### config.mk
export PLATFORM = sky130hd
export DESIGN_NAME = pwm_backlight_block
export DESIGN_NICKNAME = d
export VERILOG_FILES = /design/src/rtl/pwm_backlight_block.sv
export SDC_FILE = /design/constraint.sdc
export NUM_CORES = 1
export LEC_CHECK = 0
export BUFFER_PORTS_ARGS = -buffer_cell sky130_fd_sc_hd__buf_2
export CORE_MARGIN = 2
export CORE_UTILIZATION = 45
export CTS_BUF_LIST = sky130_fd_sc_hd__clkbuf_2 sky130_fd_sc_hd__clkbuf_4 sky130_fd_sc_hd__clkbuf_8
export CTS_CLUSTER_DIAMETER = 60
export CTS_CLUSTER_SIZE = 30
export DETAILED_ROUTE_END_ITERATION = 10
export PLACE_DENSITY_LB_ADDON = 0.05
export SLEW_MARGIN = 40
export SYNTH_ARGS = -nofsm -noshare
export SYNTH_HDL_FRONTEND = slang
export SYNTH_SLANG_ARGS = --single-unit
### constraint.sdc
create_clock -name iSysClk -period 12.2 [get_ports iSysClk]
set_clock_uncertainty 0.2 [all_clocks]
set_input_delay 2.44 -clock iSysClk [delete_from_list [all_inputs] [get_ports iSysClk]]
set_output_delay 2.44 -clock iSysClk [all_outputs]
set_load 0.05 [all_outputs]
### src/rtl/pwm_backlight_block.sv
// pwm_backlight_block
//   USI bus slave generating the LCD backlight PWM. It decodes its block
//   select from the shared slave-side address and exposes CTRL, PERIOD,
//   TARGET, RAMPDIV and STATUS registers. The PWM frame and duty are taken
//   from shadow copies that reload only at a frame boundary, so pulses are
//   never shortened or split. An optional linear ramp walks the current duty
//   one step at a time toward the programmed target.
//
// Ports
//   iSysClk    : system clock, rising edge
//   iSysRst    : asynchronous active-high reset
//   iSUsiWd    : bus write data
//   iSUsiAdrs  : bus address, [pBusAdrsBit -: pBlockAdrsMap] = block select,
//                low bits = byte register offset
//   iSUsiWCke  : 1 = write cycle, 0 = read cycle
//   oSUsiRd    : read data, zero when oSUsiVd is low
//   oSUsiVd    : read data valid, one cycle after a read request
//   oPwm       : registered backlight PWM output
module pwm_backlight_block #(
  parameter int                       pBlockAdrsMap = 8,
  parameter logic [pBlockAdrsMap-1:0] pAdrsMap      = 8'h02,
  parameter int                       pBusAdrsBit   = 15
) (
  input  logic                 iSysClk,
  input  logic                 iSysRst,
  input  logic [31:0]          iSUsiWd,
  input  logic [pBusAdrsBit:0] iSUsiAdrs,
  input  logic                 iSUsiWCke,
  output logic [31:0]          oSUsiRd,
  output logic                 oSUsiVd,
  output logic                 oPwm
);

  localparam int OFS_W = pBusAdrsBit + 1 - pBlockAdrsMap;

  localparam logic [OFS_W-1:0] OFS_CTRL    = OFS_W'(8'h00);
  localparam logic [OFS_W-1:0] OFS_PERIOD  = OFS_W'(8'h04);
  localparam logic [OFS_W-1:0] OFS_TARGET  = OFS_W'(8'h08);
  localparam logic [OFS_W-1:0] OFS_RAMPDIV = OFS_W'(8'h0C);
  localparam logic [OFS_W-1:0] OFS_STATUS  = OFS_W'(8'h10);

  typedef enum logic [1:0] {
    RAMP_IDLE,
    RAMP_UP,
    RAMP_DOWN
  } ramp_state_e;

  // Bus decode
  logic [pBlockAdrsMap-1:0] blk_sel;
  logic [OFS_W-1:0]         ofs;
  logic                     sel;
  logic                     wr_en;
  logic                     rd_en;
  logic                     unused_wd_hi;

  assign blk_sel      = iSUsiAdrs[pBusAdrsBit -: pBlockAdrsMap];
  assign ofs          = iSUsiAdrs[OFS_W-1:0];
  assign sel          = (blk_sel == pAdrsMap);
  assign wr_en        = sel & iSUsiWCke;
  assign rd_en        = sel & ~iSUsiWCke;
  assign unused_wd_hi = ^iSUsiWd[31:16];

  // State
  logic [1:0]  ctrl_q,     ctrl_d;
  logic [15:0] period_q,   period_d;
  logic [15:0] target_q,   target_d;
  logic [15:0] rampdiv_q,  rampdiv_d;
  logic [15:0] cur_q,      cur_d;
  logic [15:0] rc_q,       rc_d;
  logic [15:0] cnt_q,      cnt_d;
  logic [15:0] period_a_q, period_a_d;
  logic [15:0] duty_a_q,   duty_a_d;
  logic        pwm_q,      pwm_d;
  logic [31:0] rd_q,       rd_d;
  logic        vd_q,       vd_d;

  ramp_state_e ramp_state;
  logic        en;
  logic        pol;
  logic        frame_end;

  assign en  = ctrl_q[0];
  assign pol = ctrl_q[1];

  // Register file writes
  always_comb begin
    ctrl_d    = ctrl_q;
    period_d  = period_q;
    target_d  = target_q;
    rampdiv_d = rampdiv_q;
    if (wr_en) begin
      case (ofs)
        OFS_CTRL:    ctrl_d    = iSUsiWd[1:0];
        OFS_PERIOD:  period_d  = iSUsiWd[15:0];
        OFS_TARGET:  target_d  = iSUsiWd[15:0];
        OFS_RAMPDIV: rampdiv_d = iSUsiWd[15:0];
        default:     ;
      endcase
    end
  end

  // Ramp direction, re-derived every cycle from CUR vs TARGET
  always_comb begin
    ramp_state = RAMP_IDLE;
    if (cur_q < target_q) begin
      ramp_state = RAMP_UP;
    end else if (cur_q > target_q) begin
      ramp_state = RAMP_DOWN;
    end
  end

  // Ramp step: one count toward TARGET per RAMPDIV clocks. A single step can
  // never cross TARGET, so no overshoot is possible.
  always_comb begin
    cur_d = cur_q;
    rc_d  = rc_q;
    if (rampdiv_q == 16'd0) begin
      cur_d = target_q;
      rc_d  = 16'd0;
    end else begin
      case (ramp_state)
        RAMP_UP, RAMP_DOWN: begin
          if (rc_q == rampdiv_q - 16'd1) begin
            cur_d = (ramp_state == RAMP_UP) ? cur_q + 16'd1 : cur_q - 16'd1;
            rc_d  = 16'd0;
          end else begin
            rc_d = rc_q + 16'd1;
          end
        end
        default: rc_d = 16'd0;
      endcase
    end
    // A new divider restarts the step interval; a new target does not.
    if (wr_en && (ofs == OFS_RAMPDIV)) begin
      rc_d = 16'd0;
    end
  end

  // Frame counter and shadow reload. The shadows follow the live values
  // while disabled so enabling starts a clean frame with current settings.
  always_comb begin
    frame_end  = (cnt_q >= period_a_q);
    cnt_d      = cnt_q + 16'd1;
    period_a_d = period_a_q;
    duty_a_d   = duty_a_q;
    if (!en || frame_end) begin
      cnt_d      = 16'd0;
      period_a_d = period_q;
      duty_a_d   = cur_q;
    end
    pwm_d = (en & (cnt_q < duty_a_q)) ^ pol;
  end

  // Read data path
  always_comb begin
    rd_d = 32'd0;
    vd_d = rd_en;
    if (rd_en) begin
      case (ofs)
        OFS_CTRL:    rd_d = {30'd0, ctrl_q};
        OFS_PERIOD:  rd_d = {16'd0, period_q};
        OFS_TARGET:  rd_d = {16'd0, target_q};
        OFS_RAMPDIV: rd_d = {16'd0, rampdiv_q};
        OFS_STATUS:  rd_d = {cur_q, 15'd0, (cur_q != target_q)};
        default:     rd_d = 32'd0;
      endcase
    end
  end

  always_ff @(posedge iSysClk or posedge iSysRst) begin
    if (iSysRst) begin
      ctrl_q     <= 2'd0;
      period_q   <= 16'd999;
      target_q   <= 16'd0;
      rampdiv_q  <= 16'd0;
      cur_q      <= 16'd0;
      rc_q       <= 16'd0;
      cnt_q      <= 16'd0;
      period_a_q <= 16'd999;
      duty_a_q   <= 16'd0;
      pwm_q      <= 1'b0;
      rd_q       <= 32'd0;
      vd_q       <= 1'b0;
    end else begin
      ctrl_q     <= ctrl_d;
      period_q   <= period_d;
      target_q   <= target_d;
      rampdiv_q  <= rampdiv_d;
      cur_q      <= cur_d;
      rc_q       <= rc_d;
      cnt_q      <= cnt_d;
      period_a_q <= period_a_d;
      duty_a_q   <= duty_a_d;
      pwm_q      <= pwm_d;
      rd_q       <= rd_d;
      vd_q       <= vd_d;
    end
  end

  assign oSUsiRd = rd_q;
  assign oSUsiVd = vd_q;
  assign oPwm    = pwm_q;

endmodule
==> results of run 1 <==
==> metal layers <==
layer  wire length (µm)  up-vias  part of all wire  GRT usage
li1                   -     3180                 -          -
met1              10700     3452              0.47      0.304
met2              10900      136              0.47      0.358
met3                826       32             0.036     0.0404
met4                513        0             0.022     0.0799
met5                  0        -                 0          0
==> path summary, 6_finish.rpt <==
check                                     endpoint  slack (ns)
min in group asynchronous    oSUsiRd[14]$_DFF_PP0_        1.84
min reg2reg                duty_a_q[4]$_DFFE_PP0N_        0.31
min                        duty_a_q[4]$_DFFE_PP0N_        0.31
max reg2reg                  cur_q[15]$_DFFE_PP0P_        6.64
max in group asynchronous     cur_q[7]$_DFFE_PP0P_        8.91
max                          cur_q[15]$_DFFE_PP0P_        6.64
==> critical path: cells and delay by family, from the launching register on <==
family / cells / cell delay, ns
buf+inv: 1 / 0.31
xor+xnor: 1 / 0.16
fa+ha+maj: 3 / 1.08
compound gates: 5 / 1.66
simple gates: 5 / 1.57
flops: 1 / 0.49
==> through the flow <==
stage / hold WS [ns] / std cells / instance area [µm²] / total power (µW)
after global placement: 0.289 / 1185 / 9640 / 595
final: 0.309 / 1218 / 10100 / 990
after floorplan: 0.255 / 881 / 9050 / 579
after global routing: 0.331 / 1218 / 10100 / 1030
after CTS: 0.315 / 1218 / 10100 / 1000
after detailed placement: 0.294 / 1186 / 9660 / 597
==> sequential cells by signal, summed over array words and instances (netlist names) <==
register	cells
oSUsiRd	32
cnt_q	16
cur_q	16
duty_a_q	16
period_a_q	16
period_q	16
rampdiv_q	16
rc_q	16
target_q	16
ctrl_q	2
oPwm	1
oSUsiVd	1
==> power by group through the flow <==
stage               Combinational [µW]  Sequential [µW]  Clock (µW)
global route                      47.1              544         439
floorplan                         24.6              555           0
finish                            41.7              544         405
global placement                  40.7              555           0
detailed placement                42.0              555           0
CTS                               42.3              544         416
==> cell type report <==
class / instances / area [µm²]
clock buffer: 18 / 241
clock inverter: 14 / 154
fill: 1828 / 9520
inverter: 57 / 221
multi-input combinational: 624 / 4590
sequential: 164 / 4120
tap: 265 / 332
timing repair buffer: 76 / 408
==> placed cells by master, fill, tap and decap left out, types with 18 or more instances in the layout <==
master   instances
a21oi_1         36
and2_1          18
buf_2           68
dfrtp_1        148
ha_1            63
inv_1           55
mux2_2          69
nand2_1         63
nand3_1         30
nor2_1          82
o21ai_0         39
xnor2_1         35
xor2_1          28
==> cell families after synthesis <==
| group | after synthesis | share of synthesized area |
|---|---|---|
| buffers and inverters | 93 | 0.0413 |
| and+or+nand+nor | 273 | 0.150 |
| muxes | 88 | 0.110 |
| adders and majority gates | 66 | 0.0915 |
| xor gates and xnor gates | 63 | 0.0609 |
| AOI/OAI and AO/OA | 134 | 0.0912 |
| DFF | 164 | 0.455 |
==> impl_metrics.py, run 1 <==
metrics = {
    "die": {
        "die_area_um2": 21300,
        "die_w_um": 146,
        "num_rows": 51,
        "io_pins": 85,
        "fp.dieH_um": 146,
        "core_area_um2": 19600,
        "start_util": 0.462,
    },
    "pwr": {
        "p_comb_frac": 0.042,
        "p_int_uw": 743,
        "seqPwrFrac": 0.549,
        "p_clk_frac": 0.409,
        "p_leak_uw": 0.00474,
        "power.density_nw_per_um2": 98.3,
        "swShare": 0.250,
        "p_sw_uw": 247,
        "ir_drop_mv": 0.0611,
    },
    "worst_setup_path": {
        "crit_type": "flop to flop",
        "critical_path_required_ns": 12.39,
        "start_kind": "flop",
        "crit_path_end_kind": "flop",
        "crit_slowest_cell": "or4_1",
        "timing.rr.start": "cur_q[14]$_DFFE_PP0P_",
        "cp_max_fo": 10,
        "worstPathArrival_ns": 5.75,
        "cpMostUsedCell": "ha_1",
        "worstSetupStartpoint": "cur_q[14]$_DFFE_PP0P_",
        "slowest_delay_ns": 0.65,
        "crit_chain": "ha_1 > nand4_1 > or4_1 > o211ai_1 > buf_4 > ha_1 > and4_1 > and2_1 > a211oi_1 > a21oi_1 > maj3_1 > a221oi_1 > xor2_1 > or3_1 > a31oi_1",
        "reg2reg_depth": 15,
    },
    "drt": {
        "viasPerCell": 5.58,
        "ant_nets": 0,
        "dr.first_iter.drc_count": 427,
        "totalWireLength_um": 22900,
        "post_drt_wl_per_cell_um": 18.8,
        "route.detailed.drc": 0,
        "drtPass1Iterations": 5,
        "vias": 6800,
    },
    "flow_run": {
        "maxCapViolations": 0,
    },
    "cts": {
        "cts_sinks": 164,
        "cts_tree": "built",
        "clk_latency_ns": 0.47,
        "postCtsSetupBuffers": 0,
        "numCtsBuffers": 17,
        "ctsHoldBuffers": 0,
        "cts_resized": 0,
        "root_buffer": "clkbuf_8",
        "cts_buffer_depth": 2,
        "cts.clk_slew.worst_paths_ns": 0.09,
        "htree_levels": 4,
    },
    "synthesis": {
        "synth_largest_area_cell": "dfrtp_1",
        "synthArstFlopShare": 1.00,
        "synthDominantCellAreaShare": 0.409,
        "avgSynthCellArea_um2": 10.3,
        "ys_seq_elements": 164,
        "synthTopCellsByCount": "148 x dfrtp_1, 82 x nor2_1, 69 x mux2_2",
        "synth_edf_count": 0,
        "synth_seq_area_share": 0.456,
        "yosys_most_used_dff": "dfrtp_1",
        "synth_most_common_cell": "dfrtp_1",
        "synth_area_leaders": "dfrtp_1 41%, ha_1 8.7%, mux2_2 8.6%",
        "syn-cell-area_um2": 9050,
        "yosys_warnings": 0,
        "syn_inst": 881,
        "synth_cell_types": 57,
        "syn_nets": 996,
    },
    "sta": {
        "max_slew_margin": 0.520,
        "min_period_ns": 5.56,
        "rsz0062_at_grt": "no",
        "finalSetupTns_ns": 0,
        "fmax_ghz": 0.180,
        "post-route-period-util": 0.456,
        "fin_ws_ns": 6.64,
        "max_slew.worst_pin.slew_ns": 0.718,
        "setup_viol": 0,
        "final_hold_viol_count": 0,
        "maxSlewViolCount": 0,
    },
    "final_layout": {
        "final_util": 0.514,
        "areaGrowthSynthToFinish_pct": 11.2,
        "fin_nets": 1055,
        "drive_above_1_share": 0.221,
        "n_antenna_cell": 0,
    },
    "place": {
        "place_congestion": 0.833,
        "hpwl_um": 17300,
        "dp_slack_ns": 6.72,
        "portBuffers": 68,
    },
    "run_status": {
        "status": "complete, no violations",
    },
    "global_routing": {
        "gr-total-overflow": 0,
        "antenna_found_initial": 0,
        "grt.total_usage": 0.223,
        "grt_pass1_wl_um": 37300,
        "grt_max_degree": 100,
        "grt_pass1_vias": 6909,
    },
    "hold_path": {
        "min_path_cells": 1,
        "min-delay-start": "duty_a_q[4]$_DFFE_PP0N_",
        "hp-class": "flop to flop",
    },
}
Note: power is estimated with default switching activity, not from simulation.
==> run 2, diff against run 1 <==
- ABC_AREA: not set -> 1
- clock period: 12.2 -> 5.7 ns (I/O delays scaled with it)
==> impl_metrics.py, run 2 <==
metrics = {
    "die": {
        "die_area_um2": 22000,
        "io_pins": 85,
        "start_util": 0.460,
        "core_area_um2": 20400,
        "die_w_um": 148,
        "fp.dieH_um": 148,
        "num_rows": 52,
    },
    "worst_setup_path": {
        "worstSetupStartpoint": "cur_q[7]$_DFFE_PP0P_",
        "crit_path_end_kind": "flop",
        "cpMostUsedCell": "nand2_1",
        "crit_type": "flop to flop",
        "start_kind": "flop",
        "timing.rr.start": "cur_q[7]$_DFFE_PP0P_",
        "cp.buffers_inverters": 1,
        "slowest_delay_ns": 0.63,
        "cp_top_family": "simple AND/OR/NAND/NOR gates",
        "reg2reg_depth": 18,
        "crit_chain": "ha_1 > a21o_1 > nor2_1 > nand2_1 > nand2_1 > nand2_1 > ha_1 > o21ai_0 > inv_1 > nand3_1 > nand4_1 > nand4_1 > nand2_1 > nand2_1 > nand2_1 > nand2_1 > nand4_1 > nand2_1",
        "crit_slowest_cell": "dfrtp_1",
        "cp_max_fo": 14,
        "crit_cells": 18,
        "worstPathArrival_ns": 4.19,
        "critical_path_required_ns": 5.91,
    },
    "synthesis": {
        "syn_nets": 1271,
        "synthDominantCellAreaShare": 0.395,
        "syn_inst": 1156,
        "synth_seq_area_share": 0.440,
        "syn-cell-area_um2": 9370,
        "synth_cell_types": 49,
        "synthArstFlopShare": 1.00,
        "synthTopCellsByCount": "277 x nand2_1, 157 x inv_1, 148 x dfrtp_1",
        "synth_area_leaders": "dfrtp_1 40%, nand2_1 11%, ha_1 8.4%",
        "yosys_warnings": 0,
        "yosys_most_used_dff": "dfrtp_1",
        "avgSynthCellArea_um2": 8.11,
        "ys_seq_elements": 164,
        "synth_most_common_cell": "nand2_1",
        "synth_edf_count": 0,
        "synth_largest_area_cell": "dfrtp_1",
    },
    "cts": {
        "ctsHoldBuffers": 0,
        "cts_tree": "built",
        "cts_sinks": 164,
        "cts.clk_slew.worst_paths_ns": 0.09,
        "clk_latency_ns": 0.47,
        "numCtsBuffers": 17,
        "root_buffer": "clkbuf_8",
        "cts_buffer_depth": 2,
        "htree_levels": 4,
        "postCtsSetupBuffers": 0,
        "cts_resized": 0,
    },
    "final_layout": {
        "mostFrequentLayoutCells": "277 x nand2_1, 156 x inv_1, 148 x dfrtp_1",
        "final_area_um2": 10400,
        "n_antenna_cell": 0,
        "fin_nets": 1336,
        "final_common_cell": "nand2_1",
        "areaGrowthSynthToFinish_pct": 11.0,
        "final_util": 0.511,
        "drive_above_1_share": 0.133,
        "largest_register_ff_count": 32,
    },
    "hold_path": {
        "hp-class": "flop to flop",
        "min-delay-start": "period_q[1]$_DFFE_PP1P_",
        "min_path_cells": 2,
    },
    "pwr": {
        "swShare": 0.257,
        "p_clk_frac": 0.400,
        "seqPwrFrac": 0.555,
        "p_comb_frac": 0.046,
        "power.density_nw_per_um2": 206,
        "p_sw_uw": 551,
        "ir_drop_mv": 0.138,
        "p_int_uw": 1590,
        "p_leak_uw": 0.00540,
    },
    "place": {
        "portBuffers": 68,
        "place_area_um2": 10000,
        "place_congestion": 0.908,
        "hpwl_um": 18500,
    },
    "drt": {
        "route.detailed.drc": 0,
        "drtPass1Iterations": 5,
        "viasPerCell": 5.13,
        "ant_nets": 0,
        "vias": 7722,
        "totalWireLength_um": 24900,
        "post_drt_wl_per_cell_um": 16.5,
        "dr.first_iter.drc_count": 436,
    },
    "global_routing": {
        "grt_pass1_wl_um": 40700,
        "grt_max_degree": 92,
        "grt.total_usage": 0.239,
        "antenna_found_initial": 0,
        "gr-total-overflow": 0,
        "grt_pass1_vias": 7645,
    },
    "sta": {
        "setup_viol": 0,
        "finalSetupTns_ns": 0,
        "max_slew.worst_pin.slew_ns": 0.799,
        "final_hold_viol_count": 0,
        "maxSlewViolCount": 0,
        "rsz0062_at_grt": "no",
        "max_slew_margin": 0.466,
        "min_period_ns": 3.98,
        "post-route-period-util": 0.697,
        "fmax_ghz": 0.252,
    },
    "run_status": {
        "status": "complete, no violations",
    },
    "flow_run": {
        "maxCapViolations": 0,
    },
}
[run 2: cell types whose count changed in the layout (fill, tap and decap cells not counted), moves of 17 or more]
cell / before / now
mux2i_1: 17 / 0
inv_1: 55 / 156
nand3_1: 30 / 66
xnor2_1: 35 / 13
o21ai_0: 39 / 97
nand2_1: 63 / 277
nor3_1: 14 / 33
mux2_2: 69 / 1
and2_1: 18 / 1
[run 2: metrics by stage]
step	setup slack, ns	hold slack, ns	instances	total power (µW)
floorplan	2.29	0.253	1156	1270
global placement	1.62	0.277	1471	1310
detailed placement	1.59	0.278	1472	1310
CTS	1.80	0.297	1504	2170
global route	1.44	0.314	1504	2230
finish	1.72	0.295	1504	2140
[run 2: path summary, 6_finish.rpt]
kind	end	slack, ns
worst min-delay path	period_a_q[1]$_DFFE_PP1N_	0.30
worst min register to register	period_a_q[1]$_DFFE_PP1N_	0.30
worst max register to register	cur_q[15]$_DFFE_PP0P_	1.72
worst max-delay path	cur_q[15]$_DFFE_PP0P_	1.72
max in group asynchronous	period_q[9]$_DFFE_PP1P_	3.89
min in group asynchronous	rc_q[3]$_DFF_PP0_	0.58
[run 2: kinds of logic after synthesis]
group,count (synthesis),synth area share
flip-flops,164,0.440
XOR/XNOR,36,0.0336
multiplexers,1,0.00120
AO/OA/AOI/OAI,186,0.112
adder cells (fa/ha/maj),64,0.0863
AND/OR/NAND/NOR,513,0.246
buffers and inverters,192,0.0804
[run 2: worst reg2reg max path, stage by stage, from the launching register on]
cell and delay, ns:
dfrtp_1 0.63, ha_1 0.33, a21o_1 0.18, nor2_1 0.09, nand2_1 0.08, nand2_1 0.16, nand2_1 0.43, ha_1 0.51
o21ai_0 0.38, inv_1 0.15, nand3_1 0.10, nand4_1 0.13, nand4_1 0.13, nand2_1 0.09, nand2_1 0.09, nand2_1 0.06
nand2_1 0.06, nand4_1 0.07, nand2_1 0.07
[run 2: routing by layer]
layer	wire, µm	up-vias	track usage
li1	-	3908	-
met4	567	0	0.0752
met5	0	-	0
met2	11800	167	0.391
met1	11600	3616	0.330
met3	1000	31	0.0362
[run 2: area by class of cell]
type	count	area (µm²)
fillers	2017	9960
well taps	270	338
repair buffers	74	418
clock buffers	20	269
clock inverters	12	123
flip-flops and latches	164	4120
multi-input cells	800	4510
inverters	164	619
[run 2: power by group through the flow]
stage	sequential, µW	combinational, µW	clock, µW
after global placement	1210	96.6	0
after global routing	1190	112	924
after detailed placement	1210	99.3	0
final	1190	98.2	856
after CTS	1190	100	880
after floorplan	1210	60.5	0
==> run 3, diff against run 2 <==
- clock period: 5.7 -> 3.7 ns (I/O delays scaled with it)
==> impl_metrics.py, run 3 (same netlist as run 2, synthesis figures left out) <==
metrics = {
    "run_status": {
        "status": "complete, no violations",
    },
    "cts": {
        "cts_resized": 0,
        "clk_latency_ns": 0.46,
        "cts_buffer_depth": 2,
        "numCtsBuffers": 17,
        "cts_sinks": 164,
        "postCtsSetupBuffers": 0,
        "cts_tree": "built",
        "cts.clk_slew.worst_paths_ns": 0.10,
        "ctsHoldBuffers": 0,
        "root_buffer": "clkbuf_8",
        "htree_levels": 4,
    },
    "final_layout": {
        "fin_nets": 1368,
        "final_common_cell": "nand2_1",
        "mostFrequentLayoutCells": "277 x nand2_1, 156 x inv_1, 148 x dfrtp_1",
        "drive_above_1_share": 0.156,
        "n_antenna_cell": 0,
        "areaGrowthSynthToFinish_pct": 14.2,
        "largest_register_ff_count": 32,
        "fillers": 2006,
    },
    "drt": {
        "dr.first_iter.drc_count": 468,
        "post_drt_wl_per_cell_um": 16.3,
        "totalWireLength_um": 25100,
        "viasPerCell": 5.13,
        "vias": 7882,
        "ant_nets": 0,
        "route.detailed.drc": 0,
        "drtPass1Iterations": 5,
    },
    "die": {
        "die_w_um": 148,
        "start_util": 0.460,
        "fp.dieH_um": 148,
        "io_pins": 85,
        "core_area_um2": 20400,
        "die_area_um2": 22000,
        "num_rows": 52,
    },
    "global_routing": {
        "grt.total_usage": 0.239,
        "antenna_found_initial": 1,
        "grt_pass1_vias": 7714,
        "grt_pass1_wl_um": 40600,
        "gr-total-overflow": 0,
        "grt_max_degree": 80,
    },
    "worst_setup_path": {
        "r2r_setup_slack_ns": 0.40,
        "timing.rr.start": "target_q[13]$_DFFE_PP0P_",
        "worstPathArrival_ns": 3.46,
        "cp_max_fo": 14,
        "reg2reg_depth": 20,
        "crit_type": "flop to flop",
        "start_kind": "flop",
        "crit_path_end_kind": "flop",
        "critical_path_required_ns": 3.85,
        "r2r_end": "cur_q[14]$_DFFE_PP0P_",
    },
    "pwr": {
        "p_int_uw": 2650,
        "p_sw_uw": 815,
        "power.density_nw_per_um2": 324,
        "p_comb_frac": 0.044,
        "swShare": 0.235,
        "seqPwrFrac": 0.528,
        "finalPower_uw": 3470,
        "p_leak_uw": 0.00559,
        "p_clk_frac": 0.428,
        "ir_drop_mv": 0.226,
    },
    "sta": {
        "setup_viol": 0,
        "fmax_ghz": 0.303,
        "max_slew_margin": 0.554,
        "rsz0062_at_grt": "no",
        "min_period_ns": 3.30,
        "final_hold_viol_count": 0,
        "maxSlewViolCount": 0,
        "max_slew.worst_pin.slew_ns": 0.652,
        "post-route-period-util": 0.893,
        "finalSetupTns_ns": 0,
    },
    "place": {
        "hpwl_um": 19300,
        "portBuffers": 68,
        "place_congestion": 0.899,
    },
    "flow_run": {
        "maxCapViolations": 0,
    },
    "hold_path": {
        "hp-class": "input pin to async pin",
    },
}
[run 3: cell count changes in the layout (fill, tap and decap cells not counted), moves of 2 or more]
cell / previous run / this run
buf_4: 4 / 35
clkinv_4: 4 / 2
nor2_2: 9 / 11
nor2_4: 6 / 4
bufinv_16: 1 / 4
buf_12: 1 / 3
[run 3: power groups by stage]
stage          Clock [µW]  Combinational [µW]  Sequential, µW
4_1_cts              1520                 155            1830
2_1_floorplan           0                93.2            1860
6_report             1490                 152            1830
3_5_place_dp            0                 153            1870
3_3_place_gp            0                 153            1870
5_1_grt              1590                 171            1840
[run 3: layout make-up]
cell class | count | area (µm²) | share of cell area
repair buffers | 106 | 663 | 0.0620
inverters | 164 | 619 | 0.0579
multi-input cells | 800 | 4510 | 0.421
clock inverters | 11 | 175 | 0.0164
clock buffers | 21 | 277 | 0.0258
flip-flops and latches | 164 | 4120 | 0.385
well taps | 270 | 338 | 0.0316
[run 3: worst max path at each step]
stage,start,end,slack [ns]
after global placement,target_q[13]$_DFFE_PP0P_,cur_q[13]$_DFFE_PP0P_,0.40
after detailed placement,target_q[13]$_DFFE_PP0P_,cur_q[15]$_DFFE_PP0P_,0.37
after CTS,target_q[13]$_DFFE_PP0P_,cur_q[15]$_DFFE_PP0P_,0.34
final,target_q[13]$_DFFE_PP0P_,cur_q[14]$_DFFE_PP0P_,0.40
after floorplan,cur_q[11]$_DFFE_PP0P_,cur_q[14]$_DFFE_PP0P_,0.57
after global routing,target_q[13]$_DFFE_PP0P_,cur_q[14]$_DFFE_PP0P_,0.01
[run 3: through the flow]
| step | util | instance area (µm²) | cells | worst slack (ns) | hold slack [ns] |
|---|---|---|---|---|---|
| detailed placement | 0.503 | 10200 | 1504 | 0.366 | 0.287 |
| floorplan | - | 9370 | 1156 | 0.569 | 0.253 |
| global placement | 0.503 | 10200 | 1504 | 0.403 | 0.272 |
| global route | 0.526 | 10700 | 1536 | 0.0110 | 0.0200 |
| CTS | 0.525 | 10700 | 1536 | 0.340 | 0.0197 |
| finish | 0.526 | 10700 | 1536 | 0.395 | 0.0324 |
[run 3: worst max-delay path, cell delays in order (launching register included)]
cell and delay, ns:
dfrtp_1 0.41, inv_1 0.08, ha_1 0.31, a21oi_1 0.14, o21ai_0 0.11, a21oi_1 0.17, nand2_1 0.12, buf_12 0.16
ha_1 0.33, a21oi_1 0.18, o21ai_0 0.13, nand2_1 0.08, nand3_1 0.10, nand2_1 0.10, nand3_1 0.13, nand3b_1 0.14
nand2_1 0.06, nand2_1 0.05, nand2_1 0.05, nand3_1 0.06, nand3_1 0.07
[run 3: routing by layer]
layer / track usage / part of all wire
met3: 0.0482 / 0.046
met5: 0 / 0
met2: 0.392 / 0.48
met1: 0.323 / 0.46
met4: 0.0681 / 0.020
